## src/rtl/interleave_scheduler.sv

```systemverilog
// interleave_scheduler: round-robin arbiter that shares one interleaver input
// port between NUM_REQ channel-group producers. A grant lasts up to BURST_LEN
// beats (or until the producer flags req_last_i), beats are counted against a
// per-frame total latched at start, and frame_done_o pulses when it is reached.
//
// Optional build macro INTERLEAVE_SCHED_STALL_CNT_EN adds stall_cnt_o, a
// saturating count of XFER cycles where a beat was offered but not accepted.
//
// state  | meaning
// -------+-------------------------------------------------------------
// IDLE   | waiting for start_i; frame counters parked
// ARB    | one bubble cycle per grant; round-robin search from ptr
// XFER   | granted producer passes straight through to the interleaver
// DONE   | one-cycle frame_done_o pulse, then back to IDLE
module interleave_scheduler #(
    parameter int DATA_WIDTH   = 16,
    parameter int NUM_CHANNELS = 4,
    parameter int NUM_REQ      = 4,
    parameter int BURST_LEN    = 8,
    parameter int FRAME_W      = 20,
    localparam int W           = DATA_WIDTH * NUM_CHANNELS,
    localparam int GW          = (NUM_REQ > 1) ? $clog2(NUM_REQ) : 1
) (
    input  logic                   clk_i,
    input  logic                   rst_i,
    input  logic                   start_i,
    input  logic [FRAME_W-1:0]     cfg_frame_beats_i,
    input  logic [NUM_REQ-1:0]     req_valid_i,
    input  logic [NUM_REQ*W-1:0]   req_data_i,
    input  logic [NUM_REQ-1:0]     req_last_i,
    output logic [NUM_REQ-1:0]     req_ready_o,
    output logic [W-1:0]           out_data_o,
    output logic                   out_valid_o,
    input  logic                   out_ready_i,
    output logic [GW-1:0]          out_grp_o,
    output logic                   busy_o,
    output logic                   frame_done_o
`ifdef INTERLEAVE_SCHED_STALL_CNT_EN
    ,
    output logic [15:0]            stall_cnt_o
`endif
);

    localparam int BW = $clog2(BURST_LEN + 1);

    typedef enum logic [1:0] {
        S_IDLE = 2'd0,
        S_ARB  = 2'd1,
        S_XFER = 2'd2,
        S_DONE = 2'd3
    } state_t;

    typedef logic [GW:0] cand_t;

    state_t               state_q, state_d;
    logic [GW-1:0]        ptr_q, ptr_d;
    logic [GW-1:0]        gnt_q, gnt_d;
    logic [BW-1:0]        burst_cnt_q, burst_cnt_d;
    logic [FRAME_W-1:0]   frame_cnt_q, frame_cnt_d;
    logic [FRAME_W-1:0]   frame_beats_q, frame_beats_d;
    logic [W-1:0]         data_hold_q, data_hold_d;

    logic [W-1:0]         req_beat [NUM_REQ];
    logic [W-1:0]         gnt_data;
    logic                 gnt_valid;
    logic                 gnt_last;
    logic                 in_xfer;
    logic                 beat_fire;
    logic                 start_accept;
    logic [BW-1:0]        burst_cnt_inc;
    logic [FRAME_W-1:0]   frame_cnt_inc;
    logic                 frame_end;
    logic                 burst_end;
    logic                 arb_hit;
    logic [GW-1:0]        arb_win;
    logic [GW-1:0]        arb_next_ptr;
    cand_t                cand;

    for (genvar g = 0; g < NUM_REQ; g++) begin : g_beat
        assign req_beat[g] = req_data_i[g*W +: W];
    end

    assign gnt_data      = req_beat[gnt_q];
    assign gnt_valid     = req_valid_i[gnt_q];
    assign gnt_last      = req_last_i[gnt_q];
    assign in_xfer       = (state_q == S_XFER);
    assign beat_fire     = in_xfer && gnt_valid && out_ready_i;
    assign burst_cnt_inc = burst_cnt_q + BW'(1);
    assign frame_cnt_inc = frame_cnt_q + FRAME_W'(1);
    assign frame_end     = (frame_cnt_inc == frame_beats_q);
    assign burst_end     = (burst_cnt_inc == BW'(BURST_LEN));
    assign arb_next_ptr  = (arb_win == GW'(NUM_REQ - 1)) ? '0 : arb_win + GW'(1);

    // Round-robin search: walk offsets from the far end so the requester
    // closest to ptr (offset 0 first) is the last, and therefore winning, hit.
    always_comb begin
        arb_hit = 1'b0;
        arb_win = '0;
        cand    = '0;
        for (int i = NUM_REQ - 1; i >= 0; i--) begin
            cand = {1'b0, ptr_q} + cand_t'(i);
            if (cand >= cand_t'(NUM_REQ)) begin
                cand = cand - cand_t'(NUM_REQ);
            end
            if (req_valid_i[cand[GW-1:0]]) begin
                arb_hit = 1'b1;
                arb_win = cand[GW-1:0];
            end
        end
    end

    // Next-state and counter update for the frame/burst sequencer.
    always_comb begin
        state_d       = state_q;
        ptr_d         = ptr_q;
        gnt_d         = gnt_q;
        burst_cnt_d   = burst_cnt_q;
        frame_cnt_d   = frame_cnt_q;
        frame_beats_d = frame_beats_q;
        data_hold_d   = data_hold_q;
        start_accept  = 1'b0;
        case (state_q)
            S_IDLE: begin
                if (start_i) begin
                    start_accept  = 1'b1;
                    frame_beats_d = cfg_frame_beats_i;
                    frame_cnt_d   = '0;
                    state_d       = (cfg_frame_beats_i == '0) ? S_DONE : S_ARB;
                end
            end
            S_ARB: begin
                if (arb_hit) begin
                    gnt_d       = arb_win;
                    burst_cnt_d = '0;
                    ptr_d       = arb_next_ptr;
                    state_d     = S_XFER;
                end
            end
            S_XFER: begin
                // Track what is on the bus so out_data_o holds it after XFER.
                data_hold_d = gnt_data;
                if (beat_fire) begin
                    burst_cnt_d = burst_cnt_inc;
                    frame_cnt_d = frame_cnt_inc;
                    if (frame_end) begin
                        state_d = S_DONE;
                    end else if (gnt_last || burst_end) begin
                        state_d = S_ARB;
                    end
                end
            end
            S_DONE: begin
                state_d = S_IDLE;
            end
            default: begin
                state_d = S_IDLE;
            end
        endcase
    end

    // Zero-latency pass-through of the granted producer; idle outputs hold.
    always_comb begin
        req_ready_o = '0;
        if (in_xfer) begin
            req_ready_o[gnt_q] = out_ready_i;
        end
        out_valid_o  = in_xfer && gnt_valid;
        out_data_o   = in_xfer ? gnt_data : data_hold_q;
        out_grp_o    = gnt_q;
        busy_o       = (state_q == S_ARB) || (state_q == S_XFER);
        frame_done_o = (state_q == S_DONE);
    end

    // Sequencer registers; reset drops any in-flight beat and all frame state.
    always_ff @(posedge clk_i or posedge rst_i) begin
        if (rst_i) begin
            state_q       <= S_IDLE;
            ptr_q         <= '0;
            gnt_q         <= '0;
            burst_cnt_q   <= '0;
            frame_cnt_q   <= '0;
            frame_beats_q <= '0;
            data_hold_q   <= '0;
        end else begin
            state_q       <= state_d;
            ptr_q         <= ptr_d;
            gnt_q         <= gnt_d;
            burst_cnt_q   <= burst_cnt_d;
            frame_cnt_q   <= frame_cnt_d;
            frame_beats_q <= frame_beats_d;
            data_hold_q   <= data_hold_d;
        end
    end

`ifdef INTERLEAVE_SCHED_STALL_CNT_EN
    logic [15:0] stall_cnt_q;

    // Saturating count of back-pressured XFER cycles; kept after DONE for readout.
    always_ff @(posedge clk_i or posedge rst_i) begin
        if (rst_i) begin
            stall_cnt_q <= '0;
        end else if (start_accept) begin
            stall_cnt_q <= '0;
        end else if (in_xfer && gnt_valid && !out_ready_i && (stall_cnt_q != 16'hFFFF)) begin
            stall_cnt_q <= stall_cnt_q + 16'd1;
        end
    end

    assign stall_cnt_o = stall_cnt_q;
`else
    logic unused_start_accept;
    assign unused_start_accept = start_accept;
`endif

endmodule

```

## config.mk

```make
export PLATFORM = sky130hd
export DESIGN_NAME = interleave_scheduler
export DESIGN_NICKNAME = d
export VERILOG_FILES = /design/src/rtl/interleave_scheduler.sv
export SDC_FILE = /design/constraint.sdc
export NUM_CORES = 1
export LEC_CHECK = 0
export ABC_AREA = 0
export CORE_AREA = 2 2 140 142
export DETAILED_ROUTE_END_ITERATION = 10
export DIE_AREA = 0 0 142 144
export HOLD_SLACK_MARGIN = 0.05
export PLACE_DENSITY = 0.87
export SLEW_MARGIN = 30
export SYNTH_ARGS = -nofsm -noshare
export SYNTH_HDL_FRONTEND = slang
export SYNTH_SLANG_ARGS = --single-unit
```

## constraint.sdc

```tcl
create_clock -name clk_i -period 6 [get_ports clk_i]
set_input_delay 1.8 -clock clk_i [delete_from_list [all_inputs] [get_ports clk_i]]
set_output_delay 1.8 -clock clk_i [all_outputs]
set_load 0.02 [all_outputs]
```

Yosys cells after proc, flatten, opt, wreduce, memory -nomap -nowiden
Index checks and enable logic that the tools add are counted.
{"block": "word_totals", "reg_bits": 114, "input_bits": 288, "output_inout_bits": 73, "word_cells": 99}
{"block": "classes", "add_sub_neg": 10, "n_lt_le_gt_ge": 11, "eq_ne": 10, "muxes": 45, "n_bitwise": 2, "reduce_logical": 14}
{"op": "64-bit two-way mux", "count": 3}
{"op": "64-bit binary-select mux with 2-bit select", "count": 1}
{"op": "20-bit two-way mux", "count": 2}
{"op": "20-bit case mux with 2 select lines", "count": 1}
{"op": "2-bit two-way mux", "count": 15}
{"op": "20-bit by 1-bit adder with 20-bit output, second input constant", "count": 1}
{"op": "20-bit equality test", "count": 1}
{"op": "20-bit zero test", "count": 1}
{"op": "2-bit by 3-bit less-than comparator with 1-bit output, second input constant", "count": 5}
{"op": "1-bit binary-select mux with 2-bit select", "count": 6}
{"op": "3-bit greater-or-equal comparator, second input constant", "count": 4}
{"op": "4-bit two-way mux", "count": 3}
{"op": "1-bit two-way mux", "count": 11}
{"op": "2-bit case mux with 4 select lines", "count": 1}
{"op": "4-bit case mux with 2 select lines", "count": 1}
{"op": "2-bit by 1-bit subtractor with 2-bit output, second input constant", "count": 4}
{"op": "2-bit by 2-bit adder with 3-bit output, second input constant", "count": 2}
{"op": "2-bit equality test, second input constant", "count": 3}
{"op": "3-bit AND reduction", "count": 2}
{"op": "4-bit by 1-bit adder with 4-bit output, second input constant", "count": 1}
{"op": "4-bit bitwise AND", "count": 1}
{"op": "4-bit equality test, second input constant", "count": 1}
{"op": "2-bit != test, second input constant", "count": 2}
{"op": "2-bit AND reduction", "count": 2}
{"op": "other kinds (14)", "count": 18}

Logic depth before layout (Yosys ltp)
Gate-level depths: netlist of the first run.
{"block": "logic_depth", "word_depth": 11, "depth_mapped": 10, "mapped_depth_nobuf": 9}

Worst setup path before layout of the first run
OpenSTA, ideal clock, no wires.
{"block": "synth_path", "path_kind": "input to output", "start": "input req_data_i[192]", "end": "output out_data_o[0]", "arrival_time_ns": 2.565, "required_time_ns": 4.200, "setup_slack_ns": 1.635, "cell_stages": 2, "cell_sequence": "mux4_2 > mux2_2"}
{"block": "synth_via", "elab_chain_cells": 4}
{"element": "start, declared", "line_no": "29", "source": "input logic [NUM_REQ*W-1:0] req_data_i,"}
{"element": "64-bit binary-select mux with 2-bit select", "line_no": "83", "source": "assign gnt_data = req_beat[gnt_q];"}
{"element": "64-bit two-way mux (implied by the code) (2 in series)", "line_no": "83"}
{"element": "64-bit two-way mux"}
{"element": "end, declared", "line_no": "32", "source": "output logic [W-1:0] out_data_o,"}
No other way between the ends. The select of a mux whose other input is x is not followed.

Worst setup path in the final report of the first run
{"block": "layout_path", "start": "input req_data_i[235]", "end": "output out_data_o[43]"}
Same word-level chain as after synthesis.

==> impl_metrics.yaml, run 1 <==
drt:
  ant_nets: 0
  drt_iter0_drc: 305
  dr_wl_met3_um: 2050
  top_layer_used: "met5"
  drt-pass1-iter-count: 4
  post-route-drc-count: 0
  routed-via-count: 6431
  wl_per_cell_um: 22.0
  wl_met2_um: 13300
  routedLengthMet1_um: 9750
  routed_wl_um: 25700
  via_per_inst: 5.52
placement:
  io_buffers: 360
  hpwl_um: 19900
  gp_congestion: 0.891
pwr:
  p_total_w: 0.00551
  ir_worst_vdd_mv: 0.438
  power_density_nw_per_um2: 474
  cellLeakagePower_nw: 4.47
worst_setup_path:
  worstPathBufferInverterCount: 2
  r2r_slack_ns: 2.81
  cp.arrival_ns: 3.70
  r2r_start: "state_q[0]"
  rr_endpoint: "frame_cnt_q[19]"
  start_kind: "primary input"
  crit_top_cell: "clkdlybuf4s50_1"
  reg2regPathDepth: 8
  path_max_fanout: 2
  endpoint_kind: "output pin"
  crit_chain: "clkdlybuf4s50_1 > mux4_2 > mux2_2 > clkdlybuf4s50_1"
  cp.required_ns: 4.20
  worst-path-stages: 4
  crit_path_max_incr_delay_ns: 0.57
  crit_family: "buffers and inverters"
  slowest_stage: "mux4_2"
  crit_type: "primary input to output pin"
  worstSetupStartpoint: "req_data_i[235]"
synthesis:
  yosys_register_bits: 114
  synth_edf_count: 0
  synth.distinct_cells: 67
  syn_area_um2: 7230
  ys_seq_area_share_pct: 39.4
  synth.net_count: 863
  ys_warn_count: 0
  ys.flop_type: "dfrtp_1"
  syn_area_per_cell_um2: 12.7
  synth-async-reset-ratio_pct: 100
  synth_cells: 569
cells_and_area:
  syn_to_final_growth_pct: 60.6
  multi_input_area_um2: 4110
  layout_commonest_cell: "clkdlybuf4s50_1"
  most-common-layout-cells: "360 x clkdlybuf4s50_1, 112 x dfrtp_1, 84 x mux2_2"
  ff_latch_area_um2: 2860
  fin_nets: 1206
  num-fill-cells: 1517
  drive_above_1_share_pct: 23.6
run:
  max_cap_violations: 0
hold_path:
  whs_path_depth: 1
  min_from: "data_hold_q[6]"
  hold-path-endpoint: "data_hold_q[6]"
  hold_path_class: "flop to flop"
global_route:
  grt_pass1_vias: 6718
  grt_usage_pct: 25.0
  overflow: 0
  grt_start_max_net_pins: 72
  antenna_found_initial: 5
  grt_first_pass_wirelength_um: 38200
sta:
  rsz0062_at_grt: "no"
  fin_setup_tns_ns: 0
  slew_violations: 0
  fin_skew_ns: 0.0110
  hold_viol: 0
  slew_headroom_pct: 42.9
  min_period_over_period_pct: 91.6
  tightest_slew_ns: 0.855
  max_freq_ghz: 0.182
  setup_viol: 0
  finalCriticalPeriod_ns: 5.50
clock_tree:
  cts_htree_levels: 4
  cts_tree: "built"
  clk_latency_ns: 0.41
  cts.sink_count: 114
  post_cts_buffers: 0
  clk_pin_slew_ns: 0.05
  cts_made_buffers: 17
  cts_resized: 0
  ctsLongestPathBuffers: 2
  cts.hold.buffers_added: 0
  cts-root-buf: "clkbuf_16"
floorplan:
  die_w_um: 142
  core.rowCount: 51
  fp.dieH_um: 144
  core_um2: 19100
  fp.dieArea_um2: 20400
  io_pins: 361
  start_util_pct: 37.9
status:
  status: "finished clean"
[Yosys cell counts (2+ instances only)]
cell type / n / area share (%)
nand2_1: 33 / 1.7
nor3b_1: 2 / 0.21
nand3_1: 12 / 0.83
xnor2_1: 9 / 1.1
mux4_2: 65 / 20
or3_2: 4 / 0.42
buf_4: 2 / 0.21
and3_2: 2 / 0.21
mux2i_1: 4 / 0.55
a21oi_1: 21 / 1.5
buf_2: 2 / 0.14
nand4_1: 5 / 0.43
nor4_4: 2 / 0.59
and3_1: 5 / 0.43
or4_1: 4 / 0.42
a21o_1: 5 / 0.52
mux2_2: 84 / 13
xor2_1: 14 / 1.7
buf_1: 7 / 0.36
a211oi_1: 2 / 0.21
nor2_1: 10 / 0.52
a31oi_1: 3 / 0.26
nand2b_1: 6 / 0.52
o21ai_0: 33 / 2.3
inv_1: 8 / 0.42
o22ai_1: 2 / 0.17
and4_1: 2 / 0.24
nor4_1: 5 / 0.43
buf_6: 8 / 1.2
nor3_1: 21 / 1.5
nand4_2: 3 / 0.52
ha_1: 6 / 1.0
dfrtp_1: 114 / 39
a22o_1: 6 / 0.73
clkbuf_1: 26 / 1.3
[routing by layer]
| metal | up-vias | track usage, % |
|---|---|---|
| li1 | 2899 | - |
| met1 | 3214 | 29.6 |
| met2 | 273 | 43.0 |
| met3 | 39 | 9.44 |
| met4 | 6 | 6.68 |
| met5 | - | 0 |
[report_power, final]
part | switching [W] | internal (W) | leakage, nW
clock network | 0.000358 | 0.000642 | 0.279
registers | 0.000263 | 0.00112 | 1.39
logic | 0.00145 | 0.00168 | 2.80
total | 0.00207 | 0.00344 | 4.47
[area by class of cell]
class	count	area share [%]
inverter	9	0.312
sequential	114	24.6
clock inverter	9	0.915
tap	238	2.56
timing repair buffer	370	32.0
antenna	3	0.0646
clock buffer	23	4.11
multi-input combinational	400	35.4
[kinds of logic after synthesis]
logic type	count (synthesis)	synth area share (%)
compound gates	89	7.87
flops	114	39.4
fa+ha+maj	6	1.04
simple gates	128	10.7
mux	154	34.2
xor+xnor	23	2.79
buf+inv	55	3.93
[worst reg2reg max path, delay by kind of cell, from the launching register on]
family                   cells  cell delay [ns]
AO/OA/AOI/OAI                3             0.70
adder cells (fa/ha/maj)      1             0.73
buffers and inverters        2             0.47
flip-flops                   1             0.42
AND/OR/NAND/NOR              2             0.79
[state kept, by name, indices dropped and copies added (netlist names)]
signal and flops:
data_hold_q 64, frame_beats_q 20, frame_cnt_q 20, burst_cnt_q 4
out_grp_o 2, ptr_q 2, state_q 2
[metrics by stage]
stage / std cells / setup WS (ns) / hold WS [ns] / cell area (um^2) / util [%]
after detailed placement: 1130 / 0.527 / 0.483 / 11000 / 57.6
after floorplan: 569 / 1.18 / 0.497 / 7230 / -
after CTS: 1162 / 0.519 / 0.495 / 11600 / 60.7
after global placement: 1130 / 0.535 / 0.479 / 11000 / 57.6
after global routing: 1164 / 0.471 / 0.507 / 11600 / 60.9
final: 1166 / 0.502 / 0.495 / 11600 / 60.9
[worst max-delay path by stage]
stage                                end
final                     out_data_o[43]
after global routing      out_data_o[40]
after floorplan           burst_cnt_q[0]
after detailed placement  out_data_o[58]
after global placement    out_data_o[58]
after CTS                 out_data_o[58]
Note: power is estimated with default switching activity, not from simulation.
==> inputs of run 2 (changes only) <==
Settings changed: ABC_AREA 0 to unset, CTS_BUF_LIST set to sky130_fd_sc_hd__clkbuf_8 sky130_fd_sc_hd__clkbuf_16.
==> run 2 against run 1 <==
Core utilization stayed put. First-iteration DRC count is 0.33% lower. Combinational power hardly changed. Final cell count stayed put. Worst setup slack about the same. Sequential cell count stayed put. Hold slack is essentially flat. Maximum frequency about the same.
==> impl_metrics.yaml, run 2 (synthesis results as in run 1) <==
status:
  status: "finished clean"
placement:
  hpwl_um: 19900
  io_buffers: 360
  gp_congestion: 0.891
run:
  max_cap_violations: 0
worst_setup_path:
  path_max_fanout: 2
  endpoint_kind: "output pin"
  start_kind: "primary input"
  cp.required_ns: 4.20
  cp.arrival_ns: 3.70
  crit_type: "primary input to output pin"
cells_and_area:
  drive_above_1_share_pct: 23.6
  most-common-layout-cells: "360 x clkdlybuf4s50_1, 112 x dfrtp_1, 84 x mux2_2"
  regMostFlops: "data_hold_q"
  num-fill-cells: 1517
  largest_register_ffs: 64
  layout_commonest_cell: "clkdlybuf4s50_1"
  fin_nets: 1206
  reg_top3: "data_hold_q: 64 flops, frame_beats_q: 20 flops, frame_cnt_q: 20 flops"
  fin_util_pct: 60.9
  syn_to_final_growth_pct: 60.6
global_route:
  grt_first_pass_wirelength_um: 38200
  busiest_layer: "met2"
  gr-usage-met2_pct: 43.0
  use_met3_pct: 9.44
  met1_usage_pct: 29.6
  overflow: 0
  grt_pass1_vias: 6719
  antenna_found_initial: 5
  grt_start_max_net_pins: 72
  grt_usage_pct: 25.0
clock_tree:
  post_cts_buffers: 0
  clk_pin_slew_ns: 0.05
  cts_tree: "built"
  cts.sink_count: 114
  cts.hold.buffers_added: 0
  cts-root-buf: "clkbuf_16"
  cts_made_buffers: 17
  cts_htree_levels: 4
  ctsLongestPathBuffers: 2
  clk_latency_ns: 0.41
  cts_resized: 0
sta:
  fin_skew_ns: 0.0119
  min_period_over_period_pct: 91.6
  max_freq_ghz: 0.182
  rsz0062_at_grt: "no"
  setup_viol: 0
  fin_setup_tns_ns: 0
  slew_headroom_pct: 42.8
  slew_violations: 0
  hold_viol: 0
  tightest_slew_ns: 0.856
  finalCriticalPeriod_ns: 5.50
pwr:
  p_total_w: 0.00550
  cellLeakagePower_nw: 4.49
  power_density_nw_per_um2: 474
  ir_worst_vdd_mv: 0.439
drt:
  routed-via-count: 6403
  drt_iter0_drc: 304
  wl_per_cell_um: 22.0
  routed_wl_um: 25700
  post-route-drc-count: 0
  ant_nets: 0
  drt-pass1-iter-count: 5
  via_per_inst: 5.49
floorplan:
  core_um2: 19100
  die_w_um: 142
  fp.dieH_um: 144
  fp.dieArea_um2: 20400
  io_pins: 361
  start_util_pct: 37.9
  core.rowCount: 51
hold_path:
  hold_path_class: "flop to flop"
-- run 2: changes by cell type in the layout (fill, tap and decap cells not counted) --
cell	change
clkbuf_1	-3
inv_1	+3
-- run 2: cell type report --
class	count	area, um^2	area share, %
Multi-Input combinational cell	400	4110	35.4
Timing Repair Buffer	370	3720	32.0
Sequential cell	114	2860	24.6
Clock buffer	20	467	4.02
Tap cell	238	298	2.56
Clock inverter	12	118	1.01
Inverter	9	36.3	0.312
Antenna cell	3	7.51	0.0646
-- run 2: critical path: stages --
cell and delay (ns):
clkdlybuf4s50_1 0.48, mux4_2 0.57, mux2_2 0.31, clkdlybuf4s50_1 0.54
-- run 2: power breakdown --
group / internal [W] / switching, W
Combinational: 0.00168 / 0.00145
Sequential: 0.00112 / 0.000262
Clock: 0.000637 / 0.000359
Total: 0.00343 / 0.00207
-- run 2: final timing paths --
| kind | start | end | slack (ns) | cells past startpoint |
|---|---|---|---|---|
| worst max-delay path | req_data_i[235] | out_data_o[43] | 0.50 | 4 |
| worst min register to register | data_hold_q[6] | data_hold_q[6] | 0.49 | 1 |
| max in group asynchronous | rst_i | data_hold_q[53] | 3.21 | 3 |
| worst min-delay path | data_hold_q[6] | data_hold_q[6] | 0.49 | 1 |
| min in group asynchronous | rst_i | data_hold_q[26] | 1.83 | 2 |
| worst max register to register | state_q[0] | frame_cnt_q[19] | 2.80 | 8 |
-- run 2: per-stage QoR --
stage	cells	hold WS [ns]	cell area, um^2	setup WS (ns)
finish	1166	0.495	11600	0.502
CTS	1162	0.495	11600	0.519
floorplan	569	0.497	7230	1.18
global placement	1130	0.479	11000	0.535
detailed placement	1130	0.483	11000	0.527
global route	1164	0.507	11600	0.471
-- run 2: per-layer routing --
metal	wire length, um	vias up
met5	39	-
met4	571	6
met3	2000	39
met2	13300	258
met1	9820	3203
li1	-	2897
